**src/rtl/issue_queue_if.sv**
```systemverilog
// Signal bundle between dispatch, the issue queue and the execute stage.
// master = dispatch/execute side, slave = the issue queue.
interface issue_queue_if #(
  parameter int unsigned DEPTH     = 8,
  parameter int unsigned TAG_W     = 6,
  parameter int unsigned PAYLOAD_W = 128
);
  localparam int unsigned CNT_W = $clog2(DEPTH) + 1;

  logic                 flush;
  logic                 disp_valid;
  logic                 disp_ready;
  logic [31:0]          disp_instr_num;
  logic [TAG_W-1:0]     disp_srcA_map;
  logic [TAG_W-1:0]     disp_srcB_map;
  logic                 disp_srcA_rdy;
  logic                 disp_srcB_rdy;
  logic [TAG_W-1:0]     disp_RegWr_map;
  logic                 disp_RegWr_flag;
  logic [PAYLOAD_W-1:0] disp_payload;
  logic                 broadcast_flag;
  logic [TAG_W-1:0]     broadcast_map;
  logic                 issue_valid;
  logic [31:0]          issue_instr_num;
  logic [TAG_W-1:0]     issue_RegWr_map;
  logic                 issue_RegWr_flag;
  logic [PAYLOAD_W-1:0] issue_payload;
  logic [CNT_W-1:0]     occupancy;

  modport master (
    output flush, disp_valid, disp_instr_num, disp_srcA_map, disp_srcB_map,
           disp_srcA_rdy, disp_srcB_rdy, disp_RegWr_map, disp_RegWr_flag,
           disp_payload, broadcast_flag, broadcast_map,
    input  disp_ready, issue_valid, issue_instr_num, issue_RegWr_map,
           issue_RegWr_flag, issue_payload, occupancy
  );

  modport slave (
    input  flush, disp_valid, disp_instr_num, disp_srcA_map, disp_srcB_map,
           disp_srcA_rdy, disp_srcB_rdy, disp_RegWr_map, disp_RegWr_flag,
           disp_payload, broadcast_flag, broadcast_map,
    output disp_ready, issue_valid, issue_instr_num, issue_RegWr_map,
           issue_RegWr_flag, issue_payload, occupancy
  );
endinterface

```
**src/rtl/issue_queue.sv**
```systemverilog
// Out-of-order issue queue: holds renamed instructions until both sources are
// ready and issues the oldest ready one per cycle into the execute stage.
module issue_queue #(
  parameter int unsigned DEPTH     = 8,
  parameter int unsigned TAG_W     = 6,
  parameter int unsigned PAYLOAD_W = 128
) (
  input logic         CLK,
  input logic         RESET,
  issue_queue_if.slave iq
);
  localparam int unsigned IDX_W = $clog2(DEPTH);
  localparam int unsigned CNT_W = IDX_W + 1;

  logic [DEPTH-1:0]     valid;
  logic [DEPTH-1:0]     rdy_a;
  logic [DEPTH-1:0]     rdy_b;
  logic [DEPTH-1:0]     wr_flag;
  logic [31:0]          num     [DEPTH];
  logic [TAG_W-1:0]     src_a   [DEPTH];
  logic [TAG_W-1:0]     src_b   [DEPTH];
  logic [TAG_W-1:0]     wr_map  [DEPTH];
  logic [PAYLOAD_W-1:0] payload [DEPTH];
  logic [CNT_W-1:0]     occ;

  logic [IDX_W-1:0] free_idx;
  logic [IDX_W-1:0] sel_idx;
  logic             sel_found;
  logic [31:0]      sel_num;
  logic             disp_fire;

  assign iq.disp_ready = (occ != CNT_W'(DEPTH)) && !iq.flush;
  assign disp_fire     = iq.disp_valid && iq.disp_ready;
  assign iq.occupancy  = occ;

  // Lowest-index free slot
  always_comb begin
    free_idx = '0;
    for (int i = DEPTH - 1; i >= 0; i--) begin
      if (!valid[i]) free_idx = IDX_W'(i);
    end
  end

  // Oldest ready entry wins; instr_num values are unique so no tie-break needed
  always_comb begin
    sel_idx   = '0;
    sel_found = 1'b0;
    sel_num   = '0;
    for (int i = 0; i < DEPTH; i++) begin
      if (valid[i] && rdy_a[i] && rdy_b[i] && (!sel_found || num[i] < sel_num)) begin
        sel_found = 1'b1;
        sel_idx   = IDX_W'(i);
        sel_num   = num[i];
      end
    end
  end

  // Control state: valid bits, occupancy and the issue register stage
  always_ff @(posedge CLK or posedge RESET) begin
    if (RESET) begin
      valid               <= '0;
      occ                 <= '0;
      iq.issue_valid      <= 1'b0;
      iq.issue_instr_num  <= '0;
      iq.issue_RegWr_map  <= '0;
      iq.issue_RegWr_flag <= 1'b0;
      iq.issue_payload    <= '0;
    end else if (iq.flush) begin
      valid               <= '0;
      occ                 <= '0;
      iq.issue_valid      <= 1'b0;
      iq.issue_instr_num  <= '0;
      iq.issue_RegWr_map  <= '0;
      iq.issue_RegWr_flag <= 1'b0;
      iq.issue_payload    <= '0;
    end else begin
      if (sel_found) begin
        iq.issue_valid      <= 1'b1;
        iq.issue_instr_num  <= num[sel_idx];
        iq.issue_RegWr_map  <= wr_map[sel_idx];
        iq.issue_RegWr_flag <= wr_flag[sel_idx];
        iq.issue_payload    <= payload[sel_idx];
        valid[sel_idx]      <= 1'b0;
      end else begin
        iq.issue_valid      <= 1'b0;
        iq.issue_instr_num  <= '0;
        iq.issue_RegWr_map  <= '0;
        iq.issue_RegWr_flag <= 1'b0;
        iq.issue_payload    <= '0;
      end
      // free_idx is never the winner, so this cannot collide with the clear above
      if (disp_fire) valid[free_idx] <= 1'b1;
      occ <= occ + CNT_W'(disp_fire) - CNT_W'(sel_found);
    end
  end

  // Entry contents and wakeup; meaningful only while the matching valid bit is set
  always_ff @(posedge CLK) begin
    if (iq.broadcast_flag) begin
      for (int i = 0; i < DEPTH; i++) begin
        if (src_a[i] == iq.broadcast_map) rdy_a[i] <= 1'b1;
        if (src_b[i] == iq.broadcast_map) rdy_b[i] <= 1'b1;
      end
    end
    if (disp_fire) begin
      num[free_idx]     <= iq.disp_instr_num;
      src_a[free_idx]   <= iq.disp_srcA_map;
      src_b[free_idx]   <= iq.disp_srcB_map;
      wr_map[free_idx]  <= iq.disp_RegWr_map;
      wr_flag[free_idx] <= iq.disp_RegWr_flag;
      payload[free_idx] <= iq.disp_payload;
      rdy_a[free_idx]   <= iq.disp_srcA_rdy ||
                           (iq.broadcast_flag && iq.disp_srcA_map == iq.broadcast_map);
      rdy_b[free_idx]   <= iq.disp_srcB_rdy ||
                           (iq.broadcast_flag && iq.disp_srcB_map == iq.broadcast_map);
    end
  end
endmodule

```
**src/flat_wrapper.sv**
```systemverilog
// flat-port wrapper written by rule: the top's interface ports become plain ports
module issue_queue_flat 
#(
  parameter int unsigned DEPTH     = 8,
  parameter int unsigned TAG_W     = 6,
  parameter int unsigned PAYLOAD_W = 128
)
  (CLK, RESET, iq_flush, iq_disp_valid, iq_disp_instr_num, iq_disp_srcA_map, iq_disp_srcB_map, iq_disp_srcA_rdy, iq_disp_srcB_rdy, iq_disp_RegWr_map, iq_disp_RegWr_flag, iq_disp_payload, iq_broadcast_flag, iq_broadcast_map, iq_disp_ready, iq_issue_valid, iq_issue_instr_num, iq_issue_RegWr_map, iq_issue_RegWr_flag, iq_issue_payload, iq_occupancy);
  issue_queue_if #(.DEPTH(DEPTH), .TAG_W(TAG_W), .PAYLOAD_W(PAYLOAD_W)) iq_i ();
  input logic CLK;
  input logic RESET;
  input wire logic [$bits(iq_i.flush)-1:0] iq_flush;
  input wire logic [$bits(iq_i.disp_valid)-1:0] iq_disp_valid;
  input wire logic [$bits(iq_i.disp_instr_num)-1:0] iq_disp_instr_num;
  input wire logic [$bits(iq_i.disp_srcA_map)-1:0] iq_disp_srcA_map;
  input wire logic [$bits(iq_i.disp_srcB_map)-1:0] iq_disp_srcB_map;
  input wire logic [$bits(iq_i.disp_srcA_rdy)-1:0] iq_disp_srcA_rdy;
  input wire logic [$bits(iq_i.disp_srcB_rdy)-1:0] iq_disp_srcB_rdy;
  input wire logic [$bits(iq_i.disp_RegWr_map)-1:0] iq_disp_RegWr_map;
  input wire logic [$bits(iq_i.disp_RegWr_flag)-1:0] iq_disp_RegWr_flag;
  input wire logic [$bits(iq_i.disp_payload)-1:0] iq_disp_payload;
  input wire logic [$bits(iq_i.broadcast_flag)-1:0] iq_broadcast_flag;
  input wire logic [$bits(iq_i.broadcast_map)-1:0] iq_broadcast_map;
  output wire logic [$bits(iq_i.disp_ready)-1:0] iq_disp_ready;
  output wire logic [$bits(iq_i.issue_valid)-1:0] iq_issue_valid;
  output wire logic [$bits(iq_i.issue_instr_num)-1:0] iq_issue_instr_num;
  output wire logic [$bits(iq_i.issue_RegWr_map)-1:0] iq_issue_RegWr_map;
  output wire logic [$bits(iq_i.issue_RegWr_flag)-1:0] iq_issue_RegWr_flag;
  output wire logic [$bits(iq_i.issue_payload)-1:0] iq_issue_payload;
  output wire logic [$bits(iq_i.occupancy)-1:0] iq_occupancy;
  assign iq_i.flush = iq_flush;
  assign iq_i.disp_valid = iq_disp_valid;
  assign iq_i.disp_instr_num = iq_disp_instr_num;
  assign iq_i.disp_srcA_map = iq_disp_srcA_map;
  assign iq_i.disp_srcB_map = iq_disp_srcB_map;
  assign iq_i.disp_srcA_rdy = iq_disp_srcA_rdy;
  assign iq_i.disp_srcB_rdy = iq_disp_srcB_rdy;
  assign iq_i.disp_RegWr_map = iq_disp_RegWr_map;
  assign iq_i.disp_RegWr_flag = iq_disp_RegWr_flag;
  assign iq_i.disp_payload = iq_disp_payload;
  assign iq_i.broadcast_flag = iq_broadcast_flag;
  assign iq_i.broadcast_map = iq_broadcast_map;
  assign iq_disp_ready = iq_i.disp_ready;
  assign iq_issue_valid = iq_i.issue_valid;
  assign iq_issue_instr_num = iq_i.issue_instr_num;
  assign iq_issue_RegWr_map = iq_i.issue_RegWr_map;
  assign iq_issue_RegWr_flag = iq_i.issue_RegWr_flag;
  assign iq_issue_payload = iq_i.issue_payload;
  assign iq_occupancy = iq_i.occupancy;
  issue_queue #(.DEPTH(DEPTH), .TAG_W(TAG_W), .PAYLOAD_W(PAYLOAD_W)) u_core (.CLK(CLK), .RESET(RESET), .iq(iq_i));
endmodule
```
**config.mk**
```make
export PLATFORM = sky130hd
export DESIGN_NAME = issue_queue_flat
export DESIGN_NICKNAME = d
export VERILOG_FILES = /design/src/rtl/issue_queue_if.sv /design/src/rtl/issue_queue.sv /design/src/flat_wrapper.sv
export SDC_FILE = /design/constraint.sdc
export NUM_CORES = 2
export LEC_CHECK = 0
export BUFFER_PORTS_ARGS = -buffer_cell sky130_fd_sc_hd__buf_4
export CAP_MARGIN = 20
export CORE_MARGIN = 8
export CORE_UTILIZATION = 45
export DETAILED_ROUTE_END_ITERATION = 10
export PLACE_DENSITY_LB_ADDON = 0.25
export SLEW_MARGIN = 20
export SYNTH_ARGS = -nofsm -noshare
export SYNTH_HDL_FRONTEND = slang
export SYNTH_SLANG_ARGS = --single-unit
```
**constraint.sdc**
```tcl
create_clock -name CLK -period 24.7 [get_ports CLK]
set_clock_uncertainty 0.1 [all_clocks]
set_input_delay 4.94 -clock CLK [delete_from_list [all_inputs] [get_ports CLK]]
set_output_delay 4.94 -clock CLK [all_outputs]
set_load 0.01 [all_outputs]
```
==> impl_metrics.toml <==
[clocking]
clk_path_buf_depth = 3
cts_tree = "yes"
insertion_delay_ns = 0.79
cts_max_level = 4
cts-buffers-inserted = 168
clk_pin_slew_ns = 0.06
cts.root.buffer_cell = "clkbuf_16"
clkSinkCount = 1628
cts_hold_buf = 0

[critical_path]
slowest_stage = "nor4_1"
critical_path.max_stage_delay_ns = 1.09
cp.required_ns = 25.13
endpoint_kind = "register"
crit_path_frequent_cell = "o21ai_0"
crit_type = "register to register"
cp_max_fo = 149
arrival_ns = 23.74
cp-start-kind = "register"

[floorplanning]
die_y_um = 404
core-area_sq_um = 150000
dieArea_sq_um = 163000
io_pins = 365
num_rows = 142
start_util_pct = 45.3
die_w_um = 404

[cells_and_area]
final_util_pct = 52.5
layout_common_cells = "edfxtp_1 (1432), buf_4 (428), o22ai_1 (334)"
area_growth_pct = 16.0
fill_cells = 12300
final_cell_area_sq_um = 78600
stdcell_count = 6912
final_common_cell = "edfxtp_1"
drive_above_1_share_pct = 19.8
final_nets = 5144

[sta]
slew_violations = 0
worst_pin_slew_ns = 1.28
timing.fmax_ghz = 0.0429
period_share_pct = 94.4
relSlewSlack_pct = 13.8
worst_slack_ns = 1.39
fin_tns_setup_ns = 0
setup_viol = 0
rsz0062_at_grt = "no"
hold_viol = 0
fin_crit_ns = 23.31

[power]
power_switching_share_pct = 22.5
pwr-share-clk_pct = 42.0
power.density_nw_per_um2 = 77.5
intPower_mw = 4.72
p_sw_mw = 1.37
comb_power_share_pct = 7.1
pwr-share-seq_pct = 50.8
peakVddDrop_mv = 0.0612
p_leak_nw = 26.9

[global_route]
grt_pass1_vias = 40000
grt_max_degree = 150
grt_pass1_wl_um = 264000
track_usage_pct = 21.5
antenna_found_initial = 33
grt_overflow = 0

[drt]
first_pass_iters = 5
wl_per_cell_um = 26.2
via_per_inst = 5.69
ant_nets = 0
num_vias = 39300
drc_errors = 0
initialDrtViolationCount = 3151
wirelength_um = 181000

[synthesis]
synth_area_sq_um = 67700
yosys_warnings = 0
syn-num-nets = 4765
synthCells = 4350
ys_seq_elements = 1628
synthArstFlopShare_pct = 11.1
ys_seq_area_share_pct = 70.6
synth.avg_cell_area_sq_um = 15.6
synth_edf_count = 1432
synth_ff_type = "edfxtp_1"
ys_types = 76

[status]
status = "finished clean"

[job]
cap_violations = 0

[placement]
place_area_sq_um = 72700
port-buffer-count = 364
pre_cts_slack_ns = 0.405
place.gp.congestion = 0.886
dp.cells = 6568
dp.final_hpwl_um = 106000

[hold_path]
hold_class = "register to register"
[metal layers]
layer  wire length (um)  share of wire [%]  vias to the layer above  track usage [%]
met5                148              0.082                        -                0
met4               5130                2.8                       22             6.94
met3              13800                7.6                      311             6.09
met2              85400                 47                     1184             34.9
met1              76500                 42                    19900             28.1
li1                   -                  -                    17900                -
[cell type report]
class	instances	area (sq um)	area share, %
Antenna cell	22	55.1	0.0701
Timing Repair Buffer	439	3430	4.37
Inverter	144	552	0.702
Tap cell	2016	2520	3.21
Clock inverter	76	990	1.26
Clock buffer	239	4680	5.96
Multi-Input combinational cell	2348	18500	23.6
Sequential cell	1628	47800	60.9
[critical path: cells and delay by family, from the launching register on]
family / cells / cell delay, ns
compound gates: 42 / 11.30
simple gates: 16 / 4.99
buf+inv: 11 / 3.03
fa+ha+maj: 7 / 1.99
mux: 3 / 0.98
flops: 1 / 0.42
[state kept, by name, summed over array words and instances, names as in the netlist]
register	cells
u_core.valid	8
u_core.wr_map	48
u_core.iq.issue_RegWr_flag	1
u_core.iq.occupancy	4
u_core.iq.issue_instr_num	32
u_core.payload	1024
u_core.wr_flag	8
u_core.rdy_a	8
u_core.iq.issue_payload	128
u_core.iq.issue_RegWr_map	6
u_core.num	256
u_core.src_b	48
u_core.iq.issue_valid	1
u_core.src_a	48
u_core.rdy_b	8
[power by group through the flow]
stage | Clock [mW] | Sequential [mW] | Combinational, mW
2_1_floorplan | 0 | 3.16 | 0.254
3_3_place_gp | 0 | 3.15 | 0.430
3_5_place_dp | 0 | 3.15 | 0.436
4_1_cts | 2.60 | 3.10 | 0.439
5_1_grt | 2.71 | 3.10 | 0.482
6_report | 2.56 | 3.10 | 0.435
[cells by family after synthesis]
group | after synthesis | synth area share [%]
XOR/XNOR | 110 | 1.42
AND/OR/NAND/NOR | 740 | 6.29
buffers and inverters | 376 | 2.32
flip-flops | 1628 | 70.6
adder cells (fa/ha/maj) | 223 | 4.13
AO/OA/AOI/OAI | 846 | 8.18
multiplexers | 427 | 7.04
[final timing paths]
kind | slack [ns] | from | endpoint | cells past startpoint
hold / removal | 0.42 | u_core.rdy_a[0] | u_core.rdy_a[0] | 2
setup / recovery | 1.39 | u_core.valid[0] | u_core.iq.issue_instr_num[31] | 79
setup reg to reg | 1.39 | u_core.valid[0] | u_core.iq.issue_instr_num[31] | 79
hold reg to reg | 0.42 | u_core.rdy_a[0] | u_core.rdy_a[0] | 2
min in group asynchronous | 4.22 | RESET | u_core.iq.issue_payload[106] | 2
max in group asynchronous | 18.11 | RESET | u_core.iq.issue_instr_num[24] | 4
[through the flow]
step                power (mW)  hold WS, ns
CTS                       6.14        0.409
floorplan                 3.42        0.372
finish                    6.09        0.423
global route              6.29        0.448
detailed placement        3.59        0.397
global placement          3.58        0.387
[synth_stat cells, types with 4 or more instances]
cell,number,area share (%)
o31ai_1,4,0.044
dfrtp_1,180,6.7
and3_1,6,0.055
nor4_2,36,0.67
o21a_1,9,0.10
o21ai_0,93,0.69
inv_1,143,0.79
nor4_1,156,1.4
a21o_1,46,0.51
a31oi_1,6,0.055
mux2_2,200,3.3
xor2_1,55,0.71
nor3_1,29,0.21
a21oi_1,111,0.82
nor2b_1,175,1.6
nor2_1,95,0.53
ha_1,222,4.1
mux2_1,196,3.3
nand2_1,135,0.75
mux2i_1,31,0.46
buf_1,13,0.072
clkbuf_1,122,0.68
a211oi_1,181,2.0
o22ai_1,335,3.1
buf_2,87,0.64
xnor2_1,55,0.71
nand2b_1,6,0.055
a21boi_0,4,0.044
nand3_1,16,0.12
edfxtp_1,1432,63
o211ai_1,15,0.17
o221ai_1,4,0.052
dfxtp_1,16,0.47
nand4_1,64,0.59
buf_4,7,0.078
[timing repair]
action                                  4_1_cts  5_1_grt
gates resized for setup                       0        7
endpoints found under the setup margin        0      173
setup buffers                                 0        5
Power figures use the tool's default switching activity.
